==> src/rtl/dmem_ctrl_fsm_pkg.sv <==
// Shared types for the data-memory controller: FSM state encoding and the
// latched dcache request that drives the dcache port.
package dmem_ctrl_fsm_pkg;

  typedef enum logic [1:0] {
    IDLE       = 2'd0,
    STORE_WAIT = 2'd1,
    LOAD_WAIT  = 2'd2,
    DRAIN      = 2'd3
  } dmem_fsm_state_t;

  typedef struct packed {
    logic [31:0] addr;
    logic [3:0]  rmask;
    logic [3:0]  wmask;
    logic [31:0] wdata;
  } dmem_req_t;

  function automatic logic [31:0] word_align(input logic [31:0] byte_addr);
    return {byte_addr[31:2], 2'b00};
  endfunction

endpackage

==> src/rtl/dmem_ctrl_fsm.sv <==
// Single-port dcache controller serving the store RS (priority) and load RS,
// one transaction at a time, with silent draining of flushed accesses.
module dmem_ctrl_fsm
  import dmem_ctrl_fsm_pkg::*;
#(
  parameter int ROB_DEPTH = 3
) (
  input  logic                 clk,
  input  logic                 rst_n,
  input  logic                 move_flush,
  input  logic                 dmem_w_rqst,
  input  logic [31:0]          store_addr,
  input  logic [3:0]           store_wmask,
  input  logic [31:0]          store_wdata,
  output logic                 store_rs_pop,
  input  logic                 dmem_r_rqst,
  input  logic [31:0]          load_addr,
  input  logic [3:0]           load_rmask,
  input  logic [ROB_DEPTH-1:0] load_rob,
  output logic                 load_accept,
  output logic                 load_resp_valid,
  output logic [ROB_DEPTH-1:0] load_resp_rob,
  output logic [31:0]          load_resp_rdata,
  output logic [31:0]          dmem_addr,
  output logic [3:0]           dmem_rmask,
  output logic [3:0]           dmem_wmask,
  output logic [31:0]          dmem_wdata,
  input  logic [31:0]          dmem_rdata,
  input  logic                 dmem_resp
);

  dmem_fsm_state_t      state_q, state_d;
  dmem_req_t            req_q, req_d;
  logic [ROB_DEPTH-1:0] rob_q, rob_d;

  // NOTE: sequential state uses non-blocking assignments so every register
  // samples its pre-edge value, independent of statement order.
  always_ff @(posedge clk or negedge rst_n) begin
    if (!rst_n) begin
      state_q <= IDLE;
      req_q   <= '0;
      rob_q   <= '0;
    end else begin
      state_q <= state_d;
      req_q   <= req_d;
      rob_q   <= rob_d;
    end
  end

  // NOTE: every signal gets a hold default first so no path leaves it
  // unassigned, which would otherwise infer a latch.
  always_comb begin
    state_d = state_q;
    req_d   = req_q;
    rob_d   = rob_q;
    unique case (state_q)
      IDLE: begin
        if (!move_flush) begin
          if (dmem_w_rqst) begin
            state_d = STORE_WAIT;
            req_d   = '{addr:  word_align(store_addr),
                        rmask: 4'b0000,
                        wmask: store_wmask,
                        wdata: store_wdata};
            rob_d   = '0;
          end else if (dmem_r_rqst) begin
            state_d = LOAD_WAIT;
            req_d   = '{addr:  word_align(load_addr),
                        rmask: load_rmask,
                        wmask: 4'b0000,
                        wdata: 32'h0};
            rob_d   = load_rob;
          end
        end
      end
      STORE_WAIT, LOAD_WAIT: begin
        if (dmem_resp) begin
          state_d = IDLE;
          req_d   = '0;
          rob_d   = '0;
        end else if (move_flush) begin
          state_d = DRAIN;
        end
      end
      DRAIN: begin
        if (dmem_resp) begin
          state_d = IDLE;
          req_d   = '0;
          rob_d   = '0;
        end
      end
      default: begin
        state_d = IDLE;
        req_d   = '0;
        rob_d   = '0;
      end
    endcase
  end

  // Pulses are qualified by rst_n so requests held during reset stay invisible.
  always_comb begin
    store_rs_pop    = rst_n && (state_q == STORE_WAIT) && dmem_resp && !move_flush;
    load_accept     = rst_n && (state_q == IDLE) && !move_flush
                      && !dmem_w_rqst && dmem_r_rqst;
    load_resp_valid = rst_n && (state_q == LOAD_WAIT) && dmem_resp && !move_flush;
    load_resp_rob   = load_resp_valid ? rob_q : '0;
    load_resp_rdata = load_resp_valid ? dmem_rdata : 32'h0;
    dmem_addr       = req_q.addr;
    dmem_rmask      = req_q.rmask;
    dmem_wmask      = req_q.wmask;
    dmem_wdata      = req_q.wdata;
  end

endmodule
==> config.mk <==
export PLATFORM = sky130hd
export DESIGN_NAME = dmem_ctrl_fsm
export DESIGN_NICKNAME = d
export VERILOG_FILES = /design/src/rtl/dmem_ctrl_fsm_pkg.sv /design/src/rtl/dmem_ctrl_fsm.sv
export SDC_FILE = /design/constraint.sdc
export NUM_CORES = 1
export LEC_CHECK = 0
export BUFFER_PORTS_ARGS = -buffer_cell sky130_fd_sc_hd__buf_2
export CORE_AREA = 4 4 103 105
export CTS_CLUSTER_DIAMETER = 150
export DETAILED_ROUTE_END_ITERATION = 8
export DIE_AREA = 0 0 107 109
export PLACE_DENSITY = 0.76
export SYNTH_ARGS = -nofsm -noshare
export SYNTH_HDL_FRONTEND = slang
export SYNTH_SLANG_ARGS = --single-unit
==> constraint.sdc <==
create_clock -name clk -period 1.64 [get_ports clk]
set_input_delay 0.082 -clock clk [delete_from_list [all_inputs] [get_ports clk]]
set_output_delay 0.082 -clock clk [all_outputs]
set_load 0.1 [all_outputs]
### Word-level counts from Yosys, hierarchy flattened

Cells that the tools add are included.
W data, S select, Z words.

| operators by class | value |
|---|---|
| equal/unequal tests | 8 |
| muxes and demuxes | 19 |
| reduce and logical (&&, ||, !) cells | 17 |

Operator list:

| kind | number |
|---|---|
| $mux W72 | 4 |
| $pmux W72 S2 | 1 |
| $mux W32 | 1 |
| $mux W3 | 5 |
| $mux W2 | 6 |
| $logic_and A1 B1 Y1 | 10 |
| $ne A3 B3 Y1 const B | 2 |
| $pmux W2 S3 | 1 |
| $pmux W3 S2 | 1 |
| $eq A2 B2 Y1 const B | 2 |
| $ne A2 B2 Y1 const B | 2 |
| $reduce_and A4 Y1 | 1 |
| $reduce_and A3 Y1 | 1 |
| $reduce_or A3 Y1 | 1 |
| $eq A2 B1 Y1 const B | 1 |
| $logic_not A1 Y1 | 2 |
| $logic_not A2 Y1 | 1 |
| $ne A2 B1 Y1 const B | 1 |
| $reduce_or A2 Y1 | 1 |

| storage, ports and cells | value |
|---|---|
| bits in registers | 77 |
| input port bits | 145 |
| output and inout bits | 110 |
| logic and storage cells | 50 |

### Depth between registers and ports, before layout

| depth | value |
|---|---|
| word-level depth | 5 |
| mapped depth | 9 |
| mapped depth without buffers | 6 |

### Least setup slack after synthesis

No wires, ideal clock.

| path | value |
|---|---|
| path type | register to output |
| start point | register state_q[0] |
| end point | output port load_resp_rdata[22] |
| arrival time | 2200 ps |
| data required time | 1558 ps |
| slack | -642 ps |
| stages on the path, launching flop included | 7 |
| buffers on the path | 2 |
| path through | dfrtp_1 -> inv_1 -> ha_1 -> and3_1 -> buf_2 -> buf_2 -> and2_1 |

| between the ends | value |
|---|---|
| word-level cells in the longest chain between the ends | 5 |

Ends and longest elaborated chain:

| what | RTL line | source |
|---|---|---|
| start, declared | dmem_ctrl_fsm.sv:32 | `dmem_fsm_state_t state_q, state_d;` |
| start signal, assigned | dmem_ctrl_fsm.sv:44 | `state_q <= state_d;` |
| $eq A2 B2 Y1 | dmem_ctrl_fsm.sv:105 | `load_resp_valid = rst_n && (state_q == LOAD_WAIT) && dmem_resp && !move_flush;` |
| $logic_and A1 B1 Y1 (3 in series) | dmem_ctrl_fsm.sv:105 |  |
| named net load_resp_valid | dmem_ctrl_fsm.sv:21 | `output logic load_resp_valid,` |
| $mux W32 | dmem_ctrl_fsm.sv:107 | `load_resp_rdata = load_resp_valid ? dmem_rdata : 32'h0;` |
| end, declared | dmem_ctrl_fsm.sv:23 | `output logic [31:0] load_resp_rdata,` |

The timed path passes the listed nets, and every way through them passes these cells.

### Final worst setup path

| path | value |
|---|---|
| start point | register state_q[0] |
| end point | output port load_resp_rdata[6] |

| between the ends | value |
|---|---|
| word-level cells in the longest chain between the ends | 5 |

Ends and longest elaborated chain:

| what | RTL line |
|---|---|
| $eq A2 B2 Y1 | dmem_ctrl_fsm.sv:105 |
| $logic_and A1 B1 Y1 (3 in series) | dmem_ctrl_fsm.sv:105 |
| $mux W32 | dmem_ctrl_fsm.sv:107 |

No other way between the ends.

==> flow_metrics.py <==
metrics = {
    "status": {
        "outcome": "finished with violations",
        "violations": "negative hold slack, negative setup slack",
    },
    "place": {
        "routabilityCongestion": 0.7615,
        "port_buffers": 248,
        "place_hpwl_um": 9601,
        "placedCellCount": 749,
        "dp_slack_ps": 29.95,
    },
    "sta": {
        "slew_viol_final": 0,
        "rsz0062_at_grt": "true",
        "fin_crit_ps": 1794,
        "hold_viol_final": 20,
        "max_freq_mhz": 557.3,
        "holdWs_ps": -13.99,
        "tightest_slew_ps": 941.5,
        "fin_crit_sh_pct": 109.4,
        "fin_ws_ps": -154.2,
        "setup_viol": 38,
        "fin_skew_ps": 7.234,
        "timing.slew.headroom_pct": 37.24,
    },
    "logic_synthesis": {
        "yosys_warnings": 0,
        "ys_seq_area_share_pct": 53.55,
        "syn_avg_cell_area_um2": 9.033,
        "netlist_area_um2": 3505,
        "ys_seq_elements": 75,
        "yosysUniqueCellTypes": 22,
        "syn-instance-count": 388,
    },
    "worst_setup_path": {
        "setup.worst_path.start": "state_q[0]",
        "end_kind": "output port",
        "worstReg2RegEnd": "dmem_wdata[4]",
        "critPathMaxFanout": 9,
        "crit_path_end": "load_resp_rdata[6]",
        "path_cells": "inv_2, ha_4, and3_4, buf_6, buf_12, and2_4, buf_12",
        "cp_data_arrival_time_ps": 1710,
        "r2r_start": "state_q[1]",
        "max_stage_delay_ps": 400,
        "reg2regPathDepth": 8,
        "regToRegSetupSlack_ps": 60,
        "cp-start-kind": "register",
        "cp_num_cells": 7,
        "worstPathRequired_ps": 1560,
        "critPathBufInv": 4,
        "path_class": "register to output port",
        "cpMostUsedCell": "buf_12",
        "cp_top_family": "buffers and inverters",
        "critPathSlowestCell": "dfrtp_1",
    },
    "detailed_routing": {
        "wl_um": 13780,
        "ant_nets": 0,
        "first_pass_iters": 4,
        "vias": 3975,
        "vias_per_cell": 4.778,
        "drt_iter0_drc": 158,
        "drcViolationCount": 0,
        "wl_per_cell_um": 16.56,
    },
    "worst_hold_path": {
        "hold_path.class": "input pin to asynchronous set/reset pin",
    },
    "global_route": {
        "busiest_layer": "met2",
        "grt_util_met3_pct": 7.282,
        "antenna_found_initial": 0,
        "overflow": 0,
        "grt_pass1_wl_um": 21170,
        "grt_usage_pct": 23.63,
        "grt_pass1_vias": 4208,
        "use_met2_pct": 45.68,
        "grt_util_met1_pct": 23.06,
        "grt_max_degree": 76,
    },
    "floorplan": {
        "start_util_pct": 36.36,
        "rows": 36,
        "dieArea_um2": 11660,
        "fp.dieW_um": 107,
        "coreArea_um2": 9639,
        "die_h_um": 109,
        "io_pins": 255,
    },
    "cells_and_area": {
        "nFillCells": 715,
        "diodes": 0,
        "drive_above_1_share_pct": 47.07,
        "nets": 845,
        "final_cell_mix": "209 x buf_2, 117 x nand2_1, 75 x dfrtp_1",
        "area_growth_pct": 86.93,
        "final_util_pct": 67.96,
        "layout_commonest_cell": "buf_2",
        "regArea_um2": 1877,
        "multi_input_area_um2": 1578,
        "fin_cells": 832,
    },
    "clock_network": {
        "cts_max_level": 3,
        "clkSinkCount": 75,
        "cts_tree": "built",
        "insertion_delay_ps": 350,
        "clk_pin_slew_ps": 70,
        "cts-buffers-inserted": 9,
        "clk_root_buffer_cell": "clkbuf_8",
        "clock_path_buffers": 2,
    },
    "flow_run": {
        "maxCapViolations": 0,
    },
    "power_and_ir_drop": {
        "p_total_mw": 14.22,
        "power_density_nw_per_um2": 2171,
        "vdd_drop_max_uv": 1327,
        "p_leak_nw": 3.272,
    },
}
## worst min-delay path by stage
stage / end / slack [ps] / depth (start not counted)
2_1_floorplan: dmem_addr[10] / -210 / 0
3_3_place_gp: dmem_wdata[11] / 310 / 3
3_5_place_dp: dmem_wmask[2] / 320 / 3
4_1_cts: dmem_addr[16] / 0.5 / 3
5_1_grt: dmem_addr[8] / 5 / 3
6_report: dmem_addr[3] / -10 / 2
## logic make-up (layout without fill, tap and decap cells)
family                     Yosys count  in the layout  synth area share [%]
muxes                                2              2                0.5712
DFF                                 75             75                 53.55
buffers and inverters               37            347                 6.069
adders and majority gates            5              5                 1.785
other                                1              2                0.1070
and+or+nand+nor                    159            159                 20.06
AOI/OAI and AO/OA                  109            109                 17.85
## worst register-to-register path: cells and delay by family, from the launching register on
kind            cells  cell delay (ps)
compound gates      2              320
fa+ha+maj           1              150
buf+inv             3              420
flops               1              420
simple gates        2              140
## registers in the layout (all words and copies together), names as in the netlist
| name | count |
|---|---|
| dmem_addr | 30 |
| dmem_rmask | 4 |
| dmem_wdata | 32 |
| dmem_wmask | 4 |
| rob_q | 3 |
| state_q | 2 |
## layer usage
layer,part of all wire (%),up-vias
met1,34,1857
met4,3.0,0
met5,0,-
met2,55,189
li1,-,1897
met3,8.0,32
## what timing repair did
| item | 4_1_cts | 5_1_grt |
|---|---|---|
| hold buffers | 60 | 0 |
| gates resized for setup | 33 | 9 |
| gates cloned | 2 | 0 |
| setup buffers | 8 | 1 |
| pin swaps | 11 | 5 |
| endpoints found under the setup margin | 37 | 113 |
| hold endpoints to repair | 58 | 0 |
## synth_stat cells (all sizes together)
| cell | instances | share of area, % |
|---|---|---|
| and2 | 36 | 6.4 |
| a21oi | 3 | 0.43 |
| conb | 1 | 0.11 |
| ha | 5 | 1.8 |
| inv | 3 | 0.32 |
| and4b | 1 | 0.29 |
| buf | 22 | 4.4 |
| o21ai | 74 | 11 |
| mux2i | 2 | 0.57 |
| a21o | 1 | 0.21 |
| clkbuf | 12 | 1.3 |
| a22oi | 30 | 6.4 |
| and3 | 2 | 0.36 |
| o21bai | 1 | 0.21 |
| nand2 | 117 | 13 |
| nor2 | 1 | 0.11 |
| nor2b | 2 | 0.36 |
| dfrtp | 75 | 54 |
## power breakdown
group	leakage (nW)	switching, mW	internal, mW	total (mW)
logic	2.16	7.63	1.89	9.52
clock network	0.112	0.677	1.00	1.68
registers	1.00	0.416	2.61	3.03
## through the flow
step           TNS, ps  hold WS [ps]  cell area, µm²
6_report         -4345        -13.99            6551
4_1_cts          -6259        0.4951            6566
2_1_floorplan    -1346        -213.6            3578
5_1_grt          -6705         5.375            6551
3_5_place_dp         0         323.5            5564
3_3_place_gp         0         314.1            5564
## cell type report
type | instances | share of cell area (%)
clock inverters | 5 | 1.566
inverters | 3 | 0.2483
flip-flops and latches | 75 | 28.65
well taps | 133 | 2.540
repair buffers | 329 | 40.97
clock buffers | 10 | 1.948
multi-input cells | 277 | 24.08
Power figures use the tool's default switching activity.
